File: src/rtl/evm_pkg.sv
// Shared types and constants for the voter-booth ballot front end.
// The ballot counter width comes from the global WIDTH define; 8 bits is used when nothing else sets it.
`ifndef WIDTH
`define WIDTH 8
`endif

package evm_pkg;

    typedef enum logic [2:0] {
        ST_OFF,
        ST_IDLE,
        ST_ARMED,
        ST_VOTED_HOLD,
        ST_ERR_HOLD
    } ballot_state_t;

    localparam int CAND_1   = 0;
    localparam int CAND_2   = 1;
    localparam int CAND_3   = 2;
    localparam int NUM_CAND = 3;

    function automatic int timer_w(input int cycles);
        return $clog2(cycles);
    endfunction

endpackage

File: src/rtl/evm_btn_debounce.sv
// Two-flop synchroniser followed by a stability counter for one push-button.
// The debounced level follows the input only after DEBOUNCE_CYCLES matching cycles.
module evm_btn_debounce #(
    parameter int DEBOUNCE_CYCLES = 4
) (
    input  logic clk,
    input  logic rst,
    input  logic btn_raw,
    output logic db
);

    localparam int CNT_W = (DEBOUNCE_CYCLES > 2) ? $clog2(DEBOUNCE_CYCLES) : 1;
    localparam logic [CNT_W-1:0] CNT_MAX = CNT_W'(DEBOUNCE_CYCLES - 1);

    logic             sync_1;
    logic             sync_2;
    logic [CNT_W-1:0] cnt;

    always_ff @(posedge clk) begin
        if (!rst) begin
            sync_1 <= 1'b0;
            sync_2 <= 1'b0;
            cnt    <= '0;
            db     <= 1'b0;
        end else begin
            sync_1 <= btn_raw;
            sync_2 <= sync_1;
            // Any cycle where the input agrees with db restarts the qualification window.
            if (sync_2 == db) begin
                cnt <= '0;
            end else if (cnt == CNT_MAX) begin
                db  <= sync_2;
                cnt <= '0;
            end else begin
                cnt <= cnt + 1'b1;
            end
        end
    end

endmodule

File: src/rtl/evm_ballot_unit.sv
// Booth front end: debounces candidate buttons, arms one ballot per release and
// emits one registered vote pulse per valid ballot, with error flags and a saturating tally.
module evm_ballot_unit
    import evm_pkg::*;
#(
    parameter int DEBOUNCE_CYCLES = 4,
    parameter int TIMEOUT_CYCLES  = 255
) (
    input  logic              clk,
    input  logic              rst,
    input  logic              switch_on_evm,
    input  logic              ballot_release,
    input  logic              voting_session_done,
    input  logic [2:0]        btn_raw,
    output logic              candidate_ready,
    output logic              vote_candidate_1,
    output logic              vote_candidate_2,
    output logic              vote_candidate_3,
    output logic              multi_press_err,
    output logic              timeout_err,
    output logic [`WIDTH-1:0] ballot_count
);

    localparam int TIMER_W = timer_w(TIMEOUT_CYCLES);
    localparam logic [TIMER_W-1:0] TIMER_MAX = TIMER_W'(TIMEOUT_CYCLES - 1);

    ballot_state_t         state, state_nxt;
    logic [NUM_CAND-1:0]   db;
    logic [NUM_CAND-1:0]   vote_q, vote_nxt;
    logic                  multi_nxt, tmo_nxt, count_inc;
    logic                  db_any, db_onehot, db_multi;
    logic [TIMER_W-1:0]    timer;

    for (genvar i = 0; i < NUM_CAND; i++) begin : g_btn
        evm_btn_debounce #(
            .DEBOUNCE_CYCLES(DEBOUNCE_CYCLES)
        ) u_db (
            .clk    (clk),
            .rst    (rst),
            .btn_raw(btn_raw[i]),
            .db     (db[i])
        );
    end

    assign db_any    = (db != '0);
    assign db_multi  = ((db & (db - 1'b1)) != '0);
    assign db_onehot = db_any && !db_multi;

    always_comb begin
        state_nxt = state;
        vote_nxt  = '0;
        multi_nxt = 1'b0;
        tmo_nxt   = 1'b0;
        count_inc = 1'b0;
        // Power-off / session close beats everything, including a press maturing this cycle.
        if (!switch_on_evm || voting_session_done) begin
            state_nxt = ST_OFF;
        end else begin
            case (state)
                ST_OFF:  state_nxt = ST_IDLE;
                ST_IDLE: begin
                    if (ballot_release && !db_any) state_nxt = ST_ARMED;
                end
                ST_ARMED: begin
                    if (db_onehot) begin
                        vote_nxt  = db;
                        count_inc = 1'b1;
                        state_nxt = ST_VOTED_HOLD;
                    end else if (db_multi) begin
                        multi_nxt = 1'b1;
                        state_nxt = ST_ERR_HOLD;
                    end else if (timer == TIMER_MAX) begin
                        tmo_nxt   = 1'b1;
                        state_nxt = ST_IDLE;
                    end
                end
                ST_VOTED_HOLD: begin
                    if (!db_any) state_nxt = ST_IDLE;
                end
                ST_ERR_HOLD: begin
                    if (!db_any) state_nxt = ST_ARMED;
                end
                default: state_nxt = ST_OFF;
            endcase
        end
    end

    always_ff @(posedge clk) begin
        if (!rst) begin
            state           <= ST_OFF;
            timer           <= '0;
            vote_q          <= '0;
            multi_press_err <= 1'b0;
            timeout_err     <= 1'b0;
            ballot_count    <= '0;
        end else begin
            state           <= state_nxt;
            vote_q          <= vote_nxt;
            multi_press_err <= multi_nxt;
            timeout_err     <= tmo_nxt;
            // Timer counts only while remaining armed; every fresh entry starts from zero.
            if (state == ST_ARMED && state_nxt == ST_ARMED) begin
                timer <= timer + 1'b1;
            end else begin
                timer <= '0;
            end
            if (count_inc && ballot_count != '1) begin
                ballot_count <= ballot_count + 1'b1;
            end
        end
    end

    assign candidate_ready  = (state == ST_ARMED);
    assign vote_candidate_1 = vote_q[CAND_1];
    assign vote_candidate_2 = vote_q[CAND_2];
    assign vote_candidate_3 = vote_q[CAND_3];

endmodule
File: config.mk
export PLATFORM = sky130hd
export DESIGN_NAME = evm_ballot_unit
export DESIGN_NICKNAME = d
export VERILOG_FILES = /design/src/rtl/evm_pkg.sv /design/src/rtl/evm_btn_debounce.sv /design/src/rtl/evm_ballot_unit.sv
export SDC_FILE = /design/constraint.sdc
export NUM_CORES = 1
export LEC_CHECK = 0
export CORE_MARGIN = 2
export CORE_UTILIZATION = 48
export CTS_CLUSTER_SIZE = 28
export DETAILED_ROUTE_END_ITERATION = 7
export GPL_TIMING_DRIVEN = 0
export PLACE_DENSITY = 0.77
export SYNTH_ARGS = -nofsm -noshare
export SYNTH_HDL_FRONTEND = slang
export SYNTH_HIERARCHICAL = 1
export SYNTH_SLANG_ARGS = --single-unit
File: constraint.sdc
create_clock -name clk -period 1.47 [get_ports clk]
set_input_delay 0.2205 -clock clk [delete_from_list [all_inputs] [get_ports clk]]
set_output_delay 0.2205 -clock clk [all_outputs]
set_load 0.005 [all_outputs]
==> impl_summary.md <==
Setup path
The critical-path cell with the highest stage delay is or3_4. The largest single stage delay on the critical path is approximately 450 ps. The endpoint required time on the critical path is ~1800 ps. The type of destination of the critical path is a flop. The critical path launch point type is a flop. Walking the worst path, the cells encountered are nor3b_4 > buf_6 > or2b_1 > or3_4 > nor2_1.

The critical path in this run is classified as reg2reg. The data arrival at the endpoint of the critical path is 1880 ps. In this run the worst path has a maximum fanout of 5.

Die
The initial utilization of the core area, before any placement, comes to 0.496. The floorplan die height is between 60 and 70 um. The floorplan step defined a core boundary enclosing 3340 um2. 22 I/O pins were placed. The floorplan has 21 rows. The floorplan step defined a die boundary enclosing roughly 3900 um2.

The die extent in x is roughly 63 um.

Timing
For the pin with the worst max-slew slack, the measured transition is 394 ps. The worst-case headroom to the max-slew limit is 0.737. The post-route clock period utilization is 1.08. The worst-case clock skew is between 6 and 7 ps.

The setup TNS is -1120 ps. For the finished layout, the period the worst path requires is approximately 1600 ps. Setup repair after global routing could not meet its margin everywhere. The max-slew violation total from the final report is 0. Across all setup checks in the final design, the least slack found is -117 ps. The achievable frequency is 630 MHz.

The number of hold violations in the final report is 0. Setup violations remaining at the end of the flow were counted as 12.

Route
Before antenna repair, the detailed router went through 4 iterations. The detailed router placed approximately 1400 vias in this run. The count of nets left with antenna violations once routing finished came out at 0. The total wirelength of the detailed-routed design is around 3700 um. The via density per instance is 5.32.

The remaining routing DRC violations is 0. In the final routed layout, each cell accounts on average for 13.9 um. The number of DRC markers in iteration 0 is between 70 and 80.

Status
The run finished, with violations left. The final reports fail on setup timing.

Clock tree
For this design, the sink count on the clock tree is 39. TritonCTS built the clock tree. Buffers inserted to repair hold after CTS numbered 0.

The root buffer cell chosen for the clock tree is clkbuf_4. At the later pin of the worst-skew pair, clock insertion delay measures ~340 ps. The number of buffers added by the clock tree synthesis step is 5. The H-tree was split into 2 levels. Clock-pin slew was measured on the worst setup and hold paths at between 100 and 150 ps. The longest clock path from root to sink contains 2 buffers.

Global routing
The initial antenna violation count is 0. After global routing the overflow that remains totals 0. The overall routing resource usage is 0.189. The via count of the first global-routing pass is ~1300. The pin count of the biggest net entering global routing is 17.

The first global-routing pass estimated 5890 um of wire.

Cells and area
Relative to the synthesized area, the layout overhead comes to 40.9%. The core utilization of the finished layout is 0.700. The number of nets in the final layout is 231. The fraction of final layout cells sized beyond drive strength 1 is 0.330. The number of antenna cells inserted is 0.

Placed design
The count of input and output buffers is 21. The placer congestion estimate is about 0.79. The wire-length estimate of the detail-placed layout is 2210 um.

Pwr
The analysis attributes to cell leakage a power of roughly 0.00088 uW. The maximum resistive drop on vdd is around 0.00055 V. The sum of internal, switching and leakage power is 1650 uW. For this design the ratio of total power to cell area is just over 700 nW/um2.

Synthesis
The Yosys step of the flow raised 6 warnings. Synthesis produced ~170 cells. After synthesis the cells add up to around 1700 um2. The average cell area after synthesis is just under 10 um2. The number of register bits inferred by synthesis is 39. The share of the Yosys chip area taken by registers is 0.471. The number of unique standard cell types used by synthesis is 36. The net count after synthesis is about 180.

Run
The total of max-cap violations is 0.

Worst hold path
The kind of path behind the tightest hold check is reg2reg.
==> per-stage QoR <==
step / setup WS (ps) / cells / area [um2] / hold slack, ps
floorplan: -20.1 / 169 / 1680 / 342
global placement: -615 / 236 / 1950 / 413
detailed placement: -708 / 236 / 1950 / 421
CTS: -91.1 / 259 / 2210 / 427
global route: -164 / 264 / 2330 / 433
finish: -117 / 264 / 2330 / 437
==> kinds of logic (layout without fill, tap and decap cells) <==
kind of cell,after synthesis,in the layout,synth area share
XOR/XNOR,10,10,0.0529
buffers and inverters,8,57,0.0227
AO/OA/AOI/OAI,19,19,0.0770
flip-flops,39,39,0.471
AND/OR/NAND/NOR,80,80,0.289
adder cells (fa/ha/maj),7,7,0.0514
multiplexers,6,6,0.0363
==> registers in the layout, summed over array words and instances, names as in the netlist <==
signal	cells
ballot_count	8
g_btn.u_db/cnt	6
g_btn.u_db/db	3
g_btn.u_db/sync_1	3
g_btn.u_db/sync_2	3
multi_press_err	1
state	3
timeout_err	1
timer	8
vote_q	3
==> power breakdown <==
| group | switching, uW | internal (uW) | total (uW) |
|---|---|---|---|
| Sequential | 5.76 | 1050 | 1050 |
| Combinational | 28.1 | 35.6 | 63.7 |
| Clock | 355 | 183 | 538 |
==> cell usage in the layout (no fill, tap or decap), types with 5 or more instances in the layout <==
cell type        Yosys  routed
a21oi_1              7       5
and2_1               9       9
buf_4                0      18
clkbuf_4             0       5
clkdlybuf4s50_1      0      14
dfxtp_1             39      25
dfxtp_4              0      12
ha_1                 6       5
inv_1                6       6
mux2i_1              6       6
nand2_1             10      10
nand3_1              6       5
nand4_1              5       5
nor2_1              15       9
xnor2_1              7       7
==> cell type report <==
class / instances / area [um2]
fill: 243 / 1000
buffer: 2 / 16.3
inverter: 6 / 22.5
tap: 46 / 57.6
clock inverter: 3 / 20.0
sequential: 39 / 828
timing repair buffer: 41 / 369
clock buffer: 5 / 37.5
multi-input combinational: 122 / 983
==> routing by layer <==
layer  global-route usage  vias to the layer above  wire length (um)
li1                     -                      704                 -
met1                0.231                      658              1650
met2                0.317                       38              1810
met3               0.0523                        4               166
met4               0.0750                        0                49
met5                    0                        -                 0
==> Yosys cell counts (all sizes together) <==
| master | n | area share |
|---|---|---|
| dfxtp | 39 | 0.47 |
| nor2 | 15 | 0.034 |
| nand2 | 10 | 0.023 |
| and2 | 9 | 0.034 |
| a21oi | 7 | 0.021 |
| xnor2 | 7 | 0.037 |
| ha | 6 | 0.045 |
| inv | 6 | 0.014 |
| mux2i | 6 | 0.036 |
| nand3 | 6 | 0.018 |
| nand4 | 5 | 0.019 |
| nor3 | 5 | 0.015 |
| o31ai | 5 | 0.023 |
| or4 | 5 | 0.023 |
| nor2b | 4 | 0.015 |
| and4bb | 3 | 0.023 |
| nand2b | 3 | 0.011 |
| nor4b | 3 | 0.016 |
| o21ai | 3 | 0.0091 |
| or3 | 3 | 0.011 |
| xor2 | 3 | 0.016 |
| nor3b | 2 | 0.016 |
| nor4 | 2 | 0.0076 |
| a2111oi | 1 | 0.0053 |
| a32oi | 1 | 0.0053 |
| and3 | 1 | 0.0038 |
| and3b | 1 | 0.0053 |
| buf | 1 | 0.0068 |
| clkbuf | 1 | 0.0023 |
| maj3 | 1 | 0.0060 |
| nand3b | 1 | 0.0045 |
| nand4b | 1 | 0.0053 |
| o211ai | 1 | 0.0076 |
| o311a | 1 | 0.0060 |
| or2b | 1 | 0.0045 |
==> worst paths after layout <==
path | cells after the start | to | slack, ps | startpoint
hold reg to reg | 1 | g_btn[0].u_db/cnt[0] | 440 | g_btn[0].u_db/cnt[0]
setup reg to reg | 5 | timer[2] | -120 | state[2]
setup / recovery | 5 | timer[2] | -120 | state[2]
hold / removal | 1 | g_btn[0].u_db/cnt[0] | 440 | g_btn[0].u_db/cnt[0]
==> worst max-delay path, delay by kind of cell, from the launching register on <==
kind,cells,cell delay [ps]
buf+inv,1,140
flops,1,380
simple gates,4,1020
==> timing repair <==
action,in CTS,in global routing
gates cloned,1,0
pin swaps,17,6
setup buffers,14,5
hold endpoints to repair,0,0
endpoints found under the setup margin,31,24
gates resized for setup,39,25
(Power assumes the default switching activity.)
